**src/rtl/mult_div_unit.sv**
```systemverilog
`default_nettype none
// ============================================================================
// mult_div_unit : sequential signed multiply (radix-2 Booth) / divide (restoring)
//                 with HI/LO result registers; MDU_FAST_MULT_EN -> 1-cycle multiply
// Revision      : 1.0
// ============================================================================
module mult_div_unit (
    input  logic        clk,
    input  logic        reset,
    input  logic        mult_start,
    input  logic        div_start,
    input  logic [31:0] a,
    input  logic [31:0] b,
    output logic [31:0] hi,
    output logic [31:0] lo,
    output logic        busy,
    output logic        done,
    output logic        div0
);
    localparam logic [1:0] IDLE = 2'd0;
    localparam logic [1:0] MULT = 2'd1;
    localparam logic [1:0] DIV  = 2'd2;
    localparam logic [1:0] DONE = 2'd3;

    logic [1:0]  state;
    logic [5:0]  count;
    logic [32:0] acc;     // Booth partial product / division remainder
    logic [31:0] qreg;    // multiplier / dividend-then-quotient
    logic        q_1;
    logic [31:0] mcand;   // multiplicand / divisor magnitude
    logic        neg_q;
    logic        neg_r;

    logic [31:0] mag_a;
    logic [31:0] mag_b;
    assign mag_a = a[31] ? (~a + 32'd1) : a;
    assign mag_b = b[31] ? (~b + 32'd1) : b;

    // One restoring-division step: shift in next dividend bit, subtract if it fits
    logic [32:0] div_shift;
    logic [32:0] div_sub;
    logic        div_fit;
    logic [31:0] div_rem;
    logic [31:0] div_quo;
    assign div_shift = {acc[31:0], qreg[31]};
    assign div_sub   = div_shift - {1'b0, mcand};
    assign div_fit   = (div_shift >= {1'b0, mcand});
    assign div_rem   = div_fit ? div_sub[31:0] : div_shift[31:0];
    assign div_quo   = {qreg[30:0], div_fit};

`ifdef MDU_FAST_MULT_EN
    logic [63:0] fast_prod;
    assign fast_prod = $signed({{32{mcand[31]}}, mcand}) * $signed({{32{qreg[31]}}, qreg});
`else
    logic [32:0] booth_sum;
    always_comb begin
        booth_sum = acc;
        case ({qreg[0], q_1})
            2'b01:   booth_sum = acc + {mcand[31], mcand};
            2'b10:   booth_sum = acc - {mcand[31], mcand};
            default: booth_sum = acc;
        endcase
    end
`endif

    assign busy = (state == MULT) || (state == DIV);
    assign done = (state == DONE);

    always_ff @(posedge clk or posedge reset) begin
        if (reset) begin
            state <= IDLE;
            count <= 6'd0;
            acc   <= 33'd0;
            qreg  <= 32'd0;
            q_1   <= 1'b0;
            mcand <= 32'd0;
            neg_q <= 1'b0;
            neg_r <= 1'b0;
            hi    <= 32'd0;
            lo    <= 32'd0;
            div0  <= 1'b0;
        end else begin
            case (state)
                IDLE: begin
                    if (mult_start) begin
                        state <= MULT;
                        count <= 6'd0;
                        div0  <= 1'b0;
                        acc   <= 33'd0;
                        qreg  <= b;
                        q_1   <= 1'b0;
                        mcand <= a;
                    end else if (div_start) begin
                        count <= 6'd0;
                        if (b == 32'd0) begin
                            div0  <= 1'b1;
                            state <= DONE;
                        end else begin
                            div0  <= 1'b0;
                            state <= DIV;
                            acc   <= 33'd0;
                            qreg  <= mag_a;
                            mcand <= mag_b;
                            neg_q <= a[31] ^ b[31];
                            neg_r <= a[31];
                        end
                    end
                end
                MULT: begin
`ifdef MDU_FAST_MULT_EN
                    hi    <= fast_prod[63:32];
                    lo    <= fast_prod[31:0];
                    state <= DONE;
`else
                    acc   <= {booth_sum[32], booth_sum[32:1]};
                    qreg  <= {booth_sum[0], qreg[31:1]};
                    q_1   <= qreg[0];
                    count <= count + 6'd1;
                    if (count == 6'd31) begin
                        hi    <= booth_sum[32:1];
                        lo    <= {booth_sum[0], qreg[31:1]};
                        state <= DONE;
                    end
`endif
                end
                DIV: begin
                    acc   <= {1'b0, div_rem};
                    qreg  <= div_quo;
                    count <= count + 6'd1;
                    if (count == 6'd31) begin
                        // Quotient truncates toward zero; remainder follows the dividend
                        lo    <= neg_q ? (~div_quo + 32'd1) : div_quo;
                        hi    <= neg_r ? (~div_rem + 32'd1) : div_rem;
                        state <= DONE;
                    end
                end
                DONE:    state <= IDLE;
                default: state <= IDLE;
            endcase
        end
    end
endmodule
`default_nettype wire

```
**config.mk**
```make
export PLATFORM = sky130hd
export DESIGN_NAME = mult_div_unit
export DESIGN_NICKNAME = d
export VERILOG_FILES = /design/src/rtl/mult_div_unit.sv
export SDC_FILE = /design/constraint.sdc
export NUM_CORES = 1
export LEC_CHECK = 0
export CAP_MARGIN = 40
export CORE_MARGIN = 3
export CORE_UTILIZATION = 50
export DETAILED_ROUTE_END_ITERATION = 8
export PLACE_DENSITY = 0.7
export SLEW_MARGIN = 25
export SYNTH_ARGS = -nofsm -noshare
export SYNTH_HDL_FRONTEND = slang
export SYNTH_SLANG_ARGS = --single-unit
export TNS_END_PERCENT = 50
```
**constraint.sdc**
```tcl
create_clock -name clk -period 16.8 [get_ports clk]
set_clock_uncertainty 0.1 [all_clocks]
set_input_delay 3.36 -clock clk [delete_from_list [all_inputs] [get_ports clk]]
set_output_delay 3.36 -clock clk [all_outputs]
set_load 0.005 [all_outputs]
```
# Yosys cells after proc, flatten, opt, wreduce, memory -nomap -nowiden
# Cells that the tools add are included.
[word_totals]
elab_cells = 93
regBits = 173
in_bits = 68
output_inout_bits = 67
[op_classes]
addsub = 8
reduce_logical = 17
n_mux = 36
order_cmp = 1
bitwise_logic = 7
n_eq_ne = 13
[ops]
columns = ["op", "n"]
rows = [
  ["32-bit 2-to-1 mux", 15],
  ["32-bit by 1-bit adder with 32-bit output, second input constant", 4],
  ["32-bit inverter", 4],
  ["32-bit one-hot mux with 2 select lines", 2],
  ["33-bit 2-to-1 mux", 3],
  ["33-bit one-hot mux with 3 select lines", 1],
  ["32-bit one-hot mux with 3 select lines", 1],
  ["33-bit one-hot mux with 2 select lines", 1],
  ["33-bit adder", 1],
  ["33-bit by 32-bit >= comparator with 1-bit output", 1],
  ["33-bit subtractor", 1],
  ["32-bit logical NOT", 1],
  ["32-bit subtractor", 1],
  ["6-bit 2-to-1 mux", 2],
  ["6-bit one-hot mux with 2 select lines", 1],
  ["3-bit AND reduction", 3],
  ["2-bit AND reduction", 4],
  ["2-bit nonzero test", 4],
  ["6-bit by 1-bit adder with 6-bit output, second input constant", 1],
  ["2-bit equality test, second input constant", 3],
  ["6-bit by 5-bit equality test with 1-bit output, second input constant", 1],
  ["2-bit 2-to-1 mux", 3],
  ["2-bit by 1-bit != test with 1-bit output, second input constant", 3],
  ["3-bit != test, second input constant", 2],
  ["12 further kinds", 19],
]

# Depth between registers and ports, before layout
# Gate-level depths: netlist (run 1).
[logic_depth]
depth_word = 7
depth_mapped = 28
mapped_depth_nobuf = 23

# Worst setup path after synthesis (run 1)
# Ideal clock, no wire load.
[synth_timing]
kind = "in2reg"
startpoint = "in b[0]"
endpoint = "reg qreg[25]"
path_stages = 16
path_buffers = 3
arrival_ns = 6.860
setup_slack_ns = 9.714
required_ns = 16.574
setup_ns = 0.126
cell_sequence = "inv_1 ha_1 nor4b_1 nand2_1 or4_1 or4_4 or4_1 buf_2 or3b_1 a21o_1 nand2_2 nand2_2 and3_4 buf_6 buf_6 a221o_1"
[synth_between]
elab_chain_cells = 3
[synth_lines]
columns = ["element", "line_no", "source"]
rows = [
  ["start, declared", "13", "input logic [31:0] b,"],
  ["32-bit logical NOT", "95", "if (b == 32'd0) begin"],
  ["3-bit != test (no line)", "-", ""],
  ["3-bit AND reduction (no line)", "-", ""],
  ["end signal, assigned", "102", "qreg <= mag_a;"],
  ["end signal, assigned", "116", "qreg <= {booth_sum[0], qreg[31:1]};"],
  ["end signal, assigned", "128", "qreg <= div_quo;"],
  ["end, declared", "28", "logic [31:0] qreg;"],
]
# Every way passes these cells.
# A chain may end at the register's enable or synchronous reset.

# Worst setup path after layout (run 1)
[layout_timing]
startpoint = "in b[1]"
endpoint = "reg qreg[29]"
# Same word-level chain as after synthesis.

==> results of run 1 <==
## registers in the layout (all words and copies together), names as in the netlist
| register | cells |
|---|---|
| mcand | 32 |
| neg_q | 1 |
| hi | 32 |
| div0 | 1 |
| qreg | 32 |
| q_1 | 1 |
| neg_r | 1 |
| lo | 32 |
| state | 2 |
| acc | 33 |
| count | 6 |
## cell families after synthesis
family / count (synthesis)
muxes: 52
xor gates and xnor gates: 192
AOI/OAI and AO/OA: 701
DFF: 173
adders and majority gates: 77
and+or+nand+nor: 712
buffers and inverters: 212
## through the flow
step | utilization [%] | area [um^2] | cells | setup slack [ns] | hold WS [ns]
floorplan | - | 16000 | 2119 | 8.65 | 0.366
global placement | 56.1 | 17400 | 2524 | 7.72 | 0.363
detailed placement | 56.5 | 17500 | 2532 | 8.27 | 0.367
CTS | 58.5 | 18200 | 2564 | 8.76 | 0.383
global route | 58.7 | 18200 | 2568 | 8.46 | 0.398
finish | 58.7 | 18200 | 2568 | 8.78 | 0.378
## cells in the final DEF (no fill, tap or decap), types with 39 or more instances in the layout
cell,n
dfrtp_1,173
xor2_1,119
xnor2_1,73
mux2i_1,39
nand2_1,263
inv_1,66
a21oi_1,174
o21ai_0,228
ha_1,73
nor2_1,207
clkdlybuf4s50_1,133
## path summary, 6_finish.rpt
path,startpoint,slack (ns),cells after the start,endpoint
worst max-delay path,b[1],8.78,15,qreg[29]
worst min-delay path,lo[27],0.38,1,lo[27]
worst max register to register,mcand[19],10.70,23,hi[28]
worst min register to register,lo[27],0.38,1,lo[27]
max in group asynchronous,reset,11.56,5,mcand[3]
min in group asynchronous,reset,3.19,2,lo[0]
## per-layer routing
| layer | share of wire [%] | global-route usage (%) |
|---|---|---|
| met5 | 0.023 | 0 |
| met3 | 7.3 | 6.46 |
| met1 | 41 | 42.2 |
| met2 | 46 | 52.8 |
| met4 | 5.8 | 17.8 |
## area by class of cell
class                   instances  area share (%)
clock buffers                  17            2.33
clock inverters                15            1.08
inverters                      69            1.45
multi-input cells            1734            59.7
flip-flops and latches        173            23.7
well taps                     396            2.72
repair buffers                164            8.99
==> run metrics, run 1 <==
status=finished clean; clock sink count=173; Worst-path clk slew=0.07 ns; Crit-path slowest cell=or4_1; gate count after technology mapping=2119; width of the chip=185 um; fraction of the mapped netlist area in compound gates=27.5%; cts repair resizes=0; Via Count=16400; share of the synthesized area in the top cell type=27.0%; synthesis-to-finish area growth=13.7%; Yosys top cell by area=dfrtp_1; commonest cells in the netlist=263 x nand2_1, 228 x o21ai_0, 207 x nor2_1; Top Ports=135; worst setup path class=in -> reg; syn_nets=2264; DIE AREA=34300 um^2; Fillers=2913; share of flip-flops with an asynchronous set or reset=100%; adder-cell area share of the yosys netlist=6.10%; Avg WL per Cell=22.0 um; register area=4330 um^2; Post-CTS Setup Inserts=0; Seq/Total Area, Yosys=27.0%; final setup TNS=0 ns; Synth Flop Type=dfrtp_1; Final nets=2304; final hold viol count=0; simple-gate share of the synthesized area=20.3%; achievable frequency=125 MHz; XOR/XNOR share of the synthesized area=10.5%; Vert. Die Dim=185 um; fin crit period=8.02 ns; pin count of the biggest net entering global routing=83; sequence of cells on the critical path=clkdlybuf4s50_1 > inv_1 > ha_1 > nor4b_1 > nand2_1 > or4_1 > or4_4 > or4_1 > or3b_1 > a21o_1 > nand2_2 > nand2_2 > and3_1 > buf_8 > a221o_1; Final Max Slew Viols=0; antenna violations before repair=1; Worst-Margin Slew=0.772 ns; Worst setup SP type=input pin; top cells by area, synth=dfrtp_1 27%, o21ai_0 7.1%, xor2_1 6.5%, nand2_1 6.2%, ha_1 5.9%; H-tree levels=4; Worst path top cell family by delay=simple AND/OR/NAND/NOR gates; CTS tree=built; CP peak stage delay=0.60 ns; DRT antenna net count=0; number of buffers and inverters on the critical path=3; drt drc=0; relative slew slack=47.1%; final wirelength=56500 um; Skew-Pair Late Insertion Delay=0.45 ns; Hold/Removal Path Class=reg -> reg; TritonCTS Buffers=17; Pre-Repair DR Iteration Count=6; crit end category=register; Final HPWL DP=44400 um; number of global-route vias before repair=15500; GPL Wtd Cong=0.981; Core Footprint=31100 um^2; multi-input logic area=10900 um^2; CTS Root Cell=clkbuf_16; Arr. time, crit path=8.26 ns; Finish-stage setup viols=0; mux cell area share after synthesis=3.35%; initial drt markers=1401; Via density=6.38; Post-Synthesis Cell Area=16000 um^2; Inserted Diodes=0; hold-fix buffer count after cts=0; count leader, synth=nand2_1; final worst path period share=47.7%; flop and latch count out of synthesis=173; Max-Cap Viols=0; GR Overflow Total=0; main combinational cell family by area after synthesis=compound AO/OA/AOI/OAI gates; ratio of cells with drive above 1 in the final layout=4.47%; num rows=64; Required @ worst endpoint=17.04 ns; Avg Cell Area, Syn=7.57 um^2; first-pass GRT wire length=87900 um; crit path max fanout=17; count of input and output buffers=134; Post-synth EDFFs=0; Total GRT Usage=33.0%; RSZ-0062 raised after global routing=no; clk buf depth=2; Initial Util=51.6%; Synth warnings=0; Yosys cell types=74
Power of run 1 is left out: the tool's default activity adds up to more than one toggle a clock period on the data nets, which glitch-free logic cannot reach.
==> inputs of run 2 (changes only) <==
--- a/config.mk
+++ b/config.mk
@@ -9,7 +9,7 @@
 export CORE_MARGIN = 3
 export CORE_UTILIZATION = 50
 export DETAILED_ROUTE_END_ITERATION = 8
-export PLACE_DENSITY = 0.7
+export PLACE_DENSITY = 0.73
 export SLEW_MARGIN = 25
 export SYNTH_ARGS = -nofsm -noshare
 export SYNTH_HDL_FRONTEND = slang
==> constraint.sdc (replaced) <==
create_clock -name clk -period 7.2 [get_ports clk]
set_clock_uncertainty 0.1 [all_clocks]
set_input_delay 1.44 -clock clk [delete_from_list [all_inputs] [get_ports clk]]
set_output_delay 1.44 -clock clk [all_outputs]
set_load 0.005 [all_outputs]
==> run 2 against run 1 <==
  * Cell area down 0.21%
  * Via count rose by 0.56%
  * Clock-buffer cell count rose by 3
  * Cell count grew 0.12%
  * Hold slack improved by 0.0033 ns
  * Wire length down 1.1%
  * Worst setup slack got worse by 7.5 ns
  * Critical path depth up 8
  * Utilization is 0.12 points lower
  * Register-to-register slack lost 9.4 ns
  * Critical endpoint is now hi[30]
==> run metrics, run 2 (same netlist as run 1, synthesis figures left out) <==
Final HPWL DP=43600 um (-1.9%); CTS tree=built; fin crit period=5.88 ns; synthesis-to-finish area growth=13.4%; CTS Root Cell=clkbuf_16; initial drt markers=1692 (+21%); Final Max Slew Viols=0 (unchanged); DP Area=17600 um^2 (about the same); Pre-Repair DR Iteration Count=8 (+2); R2R cell count=23 (unchanged); clock sink count=173 (unchanged); Finish-stage setup viols=0 (unchanged); Crit-path slowest cell=o41ai_1; fin area=18200 um^2 (-0.21%); first-pass GRT wire length=87300 um (-0.73%); Arr. time, crit path=6.15 ns (-2.11 ns); CP peak stage delay=0.54 ns (-0.06 ns); crit end category=register; TritonCTS Buffers=17 (unchanged); DIE AREA=34300 um^2 (unchanged); count of input and output buffers=134 (unchanged); Worst Hold End=lo[1]; final wirelength=55800 um (-1.1%); width of the chip=185 um (unchanged); Worst-Margin Slew=0.945 ns (+0.173 ns); commonest cells after routing, fill and taps aside=263 x nand2_1, 228 x o21ai_0, 207 x nor2_1; leading cell type in the layout, fill and taps excluded=nand2_1; crit path max fanout=13 (-4); ratio of cells with drive above 1 in the final layout=4.60% (+0.13 points); Min Hold Slack=0.381 ns (+0.00330 ns); GR Overflow Total=0 (unchanged); Final nets=2307 (+0.13%); pin count of the biggest net entering global routing=174 (+110%); Core Footprint=31100 um^2 (unchanged); Required @ worst endpoint=7.47 ns (-9.57 ns); HP Start=lo[1]; status=finished clean; final worst path period share=81.6%; RR Endpoint=hi[30]; max reg flops=33 (unchanged); Post-CTS Setup Inserts=0 (unchanged); worst setup path class=reg -> reg; num rows=64 (unchanged); Max-Cap Viols=0 (unchanged); relative slew slack=37.0% (-10 points); Skew-Pair Late Insertion Delay=0.45 ns (about the same); Worst-path clk slew=0.07 ns (about the same); DRT antenna net count=0 (unchanged); Via density=6.40 (+0.44%); RSZ-0062 raised after global routing=no; Worst setup SP type=register; achievable frequency=170 MHz; H-tree levels=4 (unchanged); Crit path top cell by count=a21oi_1; cts repair resizes=0 (unchanged); hold path cells=2 (+1); Via Count=16500 (+0.56%); sequence of cells on the critical path=ha_1 > nor2b_1 > o2111ai_1 > a21oi_1 > o21ai_0 > a21oi_1 > or2_2 > buf_4 > nand2_1 > o21ai_0 > inv_1 > ha_1 > inv_1 > nor2_1 > o211ai_1 > or3_1 > nor4_1 > a31o_2 > nand4_1 > o41ai_1 > xnor2_1 > nand2_1 > a21oi_1; Initial Util=51.6% (unchanged); Reg with most FFs=acc; antenna violations before repair=0 (-1); Total GRT Usage=32.5% (-0.48 points); final hold viol count=0 (unchanged); Top Ports=135 (unchanged); Avg WL per Cell=21.7 um (-1.3%); R2R Setup Slk=1.32 ns (-9.38 ns); Vert. Die Dim=185 um (unchanged); hold-fix buffer count after cts=0 (unchanged); final setup TNS=0 ns (unchanged); clk buf depth=2 (unchanged); reg-to-reg startpoint=acc[0]; Hold/Removal Path Class=reg -> reg; Inserted Diodes=0 (unchanged); number of global-route vias before repair=15800 (+2.0%); drt drc=0 (unchanged); GPL Wtd Cong=0.987 (+0.62%)
## run 2: critical path: cells and delay by family, from the launching register on
kind	cells	cell delay, ns
AO/OA/AOI/OAI	9	2.26
XOR/XNOR	1	0.17
adder cells (fa/ha/maj)	2	0.55
buffers and inverters	3	0.42
flip-flops	1	0.48
AND/OR/NAND/NOR	8	1.81
## run 2: per-layer routing
| metal | GRT usage [%] | vias to the layer above | wire [um] |
|---|---|---|---|
| li1 | - | 7741 | - |
| met5 | 0 | - | 0 |
| met2 | 54.9 | 666 | 26700 |
| met1 | 40.9 | 7891 | 22800 |
| met4 | 17.6 | 0 | 3340 |
| met3 | 3.63 | 168 | 3020 |
## run 2: stage by stage
step                util (%)  setup WS (ns)  std cells
global route            58.5          0.871       2571
floorplan                  -          0.972       2119
detailed placement      56.5          0.903       2535
global placement        56.4           1.00       2533
CTS                     58.3           1.34       2567
finish                  58.5           1.32       2571
## run 2: how the worst max path moves through the flow
stage,from,endpoint,slack [ns],depth (start not counted)
floorplan,reset,acc[0],0.97,1
global placement,b[1],acc[0],1.00,15
detailed placement,b[1],acc[4],0.90,15
CTS,b[1],acc[6],1.34,15
global route,mcand[1],hi[28],0.87,24
finish,acc[0],hi[30],1.32,23
## run 2: layout make-up
type | count | area, um^2
clock buffers | 20 | 457
multi-input cells | 1734 | 10900
well taps | 396 | 495
inverters | 69 | 264
clock inverters | 12 | 113
repair buffers | 167 | 1660
flip-flops and latches | 173 | 4330
fillers | 2882 | 12900
Power of run 2 is left out for the same reason.
==> inputs of run 3 (changes only) <==
==> constraint.sdc (replaced) <==
create_clock -name clk -period 5.35 [get_ports clk]
set_clock_uncertainty 0.1 [all_clocks]
set_input_delay 1.07 -clock clk [delete_from_list [all_inputs] [get_ports clk]]
set_output_delay 1.07 -clock clk [all_outputs]
set_load 0.005 [all_outputs]
==> run 3 against run 2 <==
  * Global-route usage up 3.0 points
  * Hold slack better by 0.0034 ns
  * Wire length is 9.0% higher
  * Sequential share of layout area decreased by 1.4 points
  * Clock-buffer cell count fell by 3
  * Worst setup slack lost 1.0 ns
  * Non-clock buffer count is 143 higher
  * Die area stayed put
  * Utilization rose by 3.8 points
  * Cell area up 6.5%
  * Largest cell class unchanged
  * Highest routed layer unchanged
==> run metrics, run 3 (same netlist as run 1, synthesis figures left out) <==
status=finished clean; RSZ-0062 raised after global routing=yes; Inserted Diodes=0 (unchanged); Final nets=2450 (+6.2%); CTS tree=built; Skew-Pair Late Insertion Delay=0.46 ns (about the same); first-pass GRT wire length=93600 um (+7.3%); final setup TNS=0 ns (unchanged); crit path max fanout=5 (-8); CTS Root Cell=clkbuf_16; Reg with most FFs=acc; final worst path period share=94.8% (+13 points); number of global-route vias before repair=16600 (+5.1%); Finish-stage setup viols=0 (unchanged); pin count of the biggest net entering global routing=174 (unchanged); antenna violations before repair=0 (unchanged); count of input and output buffers=134 (unchanged); ratio of cells with drive above 1 in the final layout=11.2% (+6.6 points); H-tree levels=4 (unchanged); Worst-Margin Slew=0.980 ns (+0.0349 ns); commonest cells after routing, fill and taps aside=263 x nand2_1, 226 x o21ai_0, 207 x nor2_1; drt drc=0 (unchanged); DRT antenna net count=0 (unchanged); max reg flops=33 (unchanged); Max-Cap Viols=0 (unchanged); Non-Filler Instances=2714 (+5.6%); Via density=6.34 (-0.97%); RR Endpoint=hi[24]; initial drt markers=1950 (+15%); Hold/Removal Path Class=reg -> reg; Worst-path clk slew=0.07 ns (about the same); Final HPWL DP=48700 um (+12%); R2R cell count=25 (+8.7%); achievable frequency=197 MHz (+16%); Worst setup SP type=register; final hold viol count=0 (unchanged); DR top layer=met4; Worst Hold End=lo[29]; Final Max Slew Viols=0 (unchanged); worst setup path class=reg -> reg; Arr. time, crit path=5.27 ns (-0.88 ns); DIE AREA=34300 um^2 (unchanged); TritonCTS Buffers=17 (unchanged); synthesis-to-finish area growth=20.8%; GR Overflow Total=0 (unchanged); HP Start=lo[29]; Required @ worst endpoint=5.55 ns (-1.92 ns); Avg WL per Cell=22.4 um (+3.2%); clock sink count=173 (unchanged); GPL Wtd Cong=1.06 (+7.6%); Core Footprint=31100 um^2 (unchanged); Via Count=17200 (+4.5%); Vert. Die Dim=185 um (unchanged); Metal-1 WL=23400 um (+2.8%); leading cell type in the layout, fill and taps excluded=nand2_1; critical path launch point=mcand[1]; R2R Setup Slk=0.28 ns (-1.04 ns); Initial Util=51.6% (unchanged); clk buf depth=2 (unchanged); width of the chip=185 um (unchanged); relative slew slack=34.7% (-2.3 points); crit end category=register; final wirelength=60800 um (+9.0%); Total GRT Usage=35.5% (+3.0 points); fin crit period=5.07 ns (-0.806 ns); Top Ports=135 (unchanged); dpl cells=2680 (+5.7%); Pre-Repair DR Iteration Count=7 (-1); reg-to-reg startpoint=mcand[1]; WL met3=4760 um (+58%); wire length on met2=28200 um (+5.8%); hold path cells=1 (-1); num rows=64 (unchanged)
==> run 3: cell types whose count changed in the layout (fill, tap and decap cells not counted), sizes merged <==
cell    change
clkbuf      -3
bufinv      -1
buf       +143
inv         +4
==> run 3: worst max-delay path: stages (launching register included) <==
cell and delay (ns):
dfrtp_1 0.37, inv_1 0.14, ha_1 0.28, nor2b_1 0.15
o2111ai_1 0.32, a21oi_2 0.16, o21ai_0 0.26, buf_4 0.18
a21oi_1 0.08, or2_2 0.37, nand2_1 0.10, o21ai_0 0.10
inv_1 0.08, ha_1 0.16, inv_1 0.07, nor2_1 0.11
o211ai_1 0.09, or3_1 0.38, nor4_2 0.18, a31o_2 0.25
nand4_1 0.10, buf_4 0.17, buf_4 0.14, o31ai_1 0.29
xnor2_1 0.16, o221ai_1 0.14
==> run 3: per-stage QoR <==
step | instance area (um^2) | util (%) | hold slack [ns] | setup WS, ns
after floorplan | 16000 | - | 0.366 | -0.362
after global placement | 18700 | 60.1 | 0.368 | 0.0817
after detailed placement | 18700 | 60.2 | 0.373 | 0.00224
after CTS | 19200 | 62.0 | 0.389 | 0.0561
after global routing | 19400 | 62.3 | 0.406 | -0.0320
final | 19400 | 62.3 | 0.384 | 0.280
==> run 3: layout make-up <==
class,count,area [um^2]
clock buffers,17,425
repair buffers,310,2770
fillers,2805,11700
clock inverters,15,124
flip-flops and latches,173,4330
well taps,396,495
inverters,69,263
multi-input cells,1734,11000
==> run 3: per-layer routing <==
layer / up-vias / global-route usage, %
met5: - / 0
met4: 0 / 21.8
met3: 205 / 5.87
met2: 876 / 59.2
met1: 8120 / 43.1
li1: 8013 / -
==> run 3: repair_timing <==
| action | CTS | global route |
|---|---|---|
| hold buffers | 0 | 0 |
| setup buffers | 0 | 1 |
| endpoints found under the setup margin | 0 | 18 |
| resized for setup | 0 | 20 |
==> run 3: how the worst max path moves through the flow <==
stage                     to  slack (ns)  cells past startpoint
floorplan             hi[28]       -0.36                     27
global placement    qreg[29]        0.08                     14
detailed placement  qreg[25]       0.002                     14
CTS                   hi[31]        0.06                     23
global route          hi[31]       -0.03                     24
finish                hi[24]        0.28                     25
Power of run 3 is left out for the same reason.
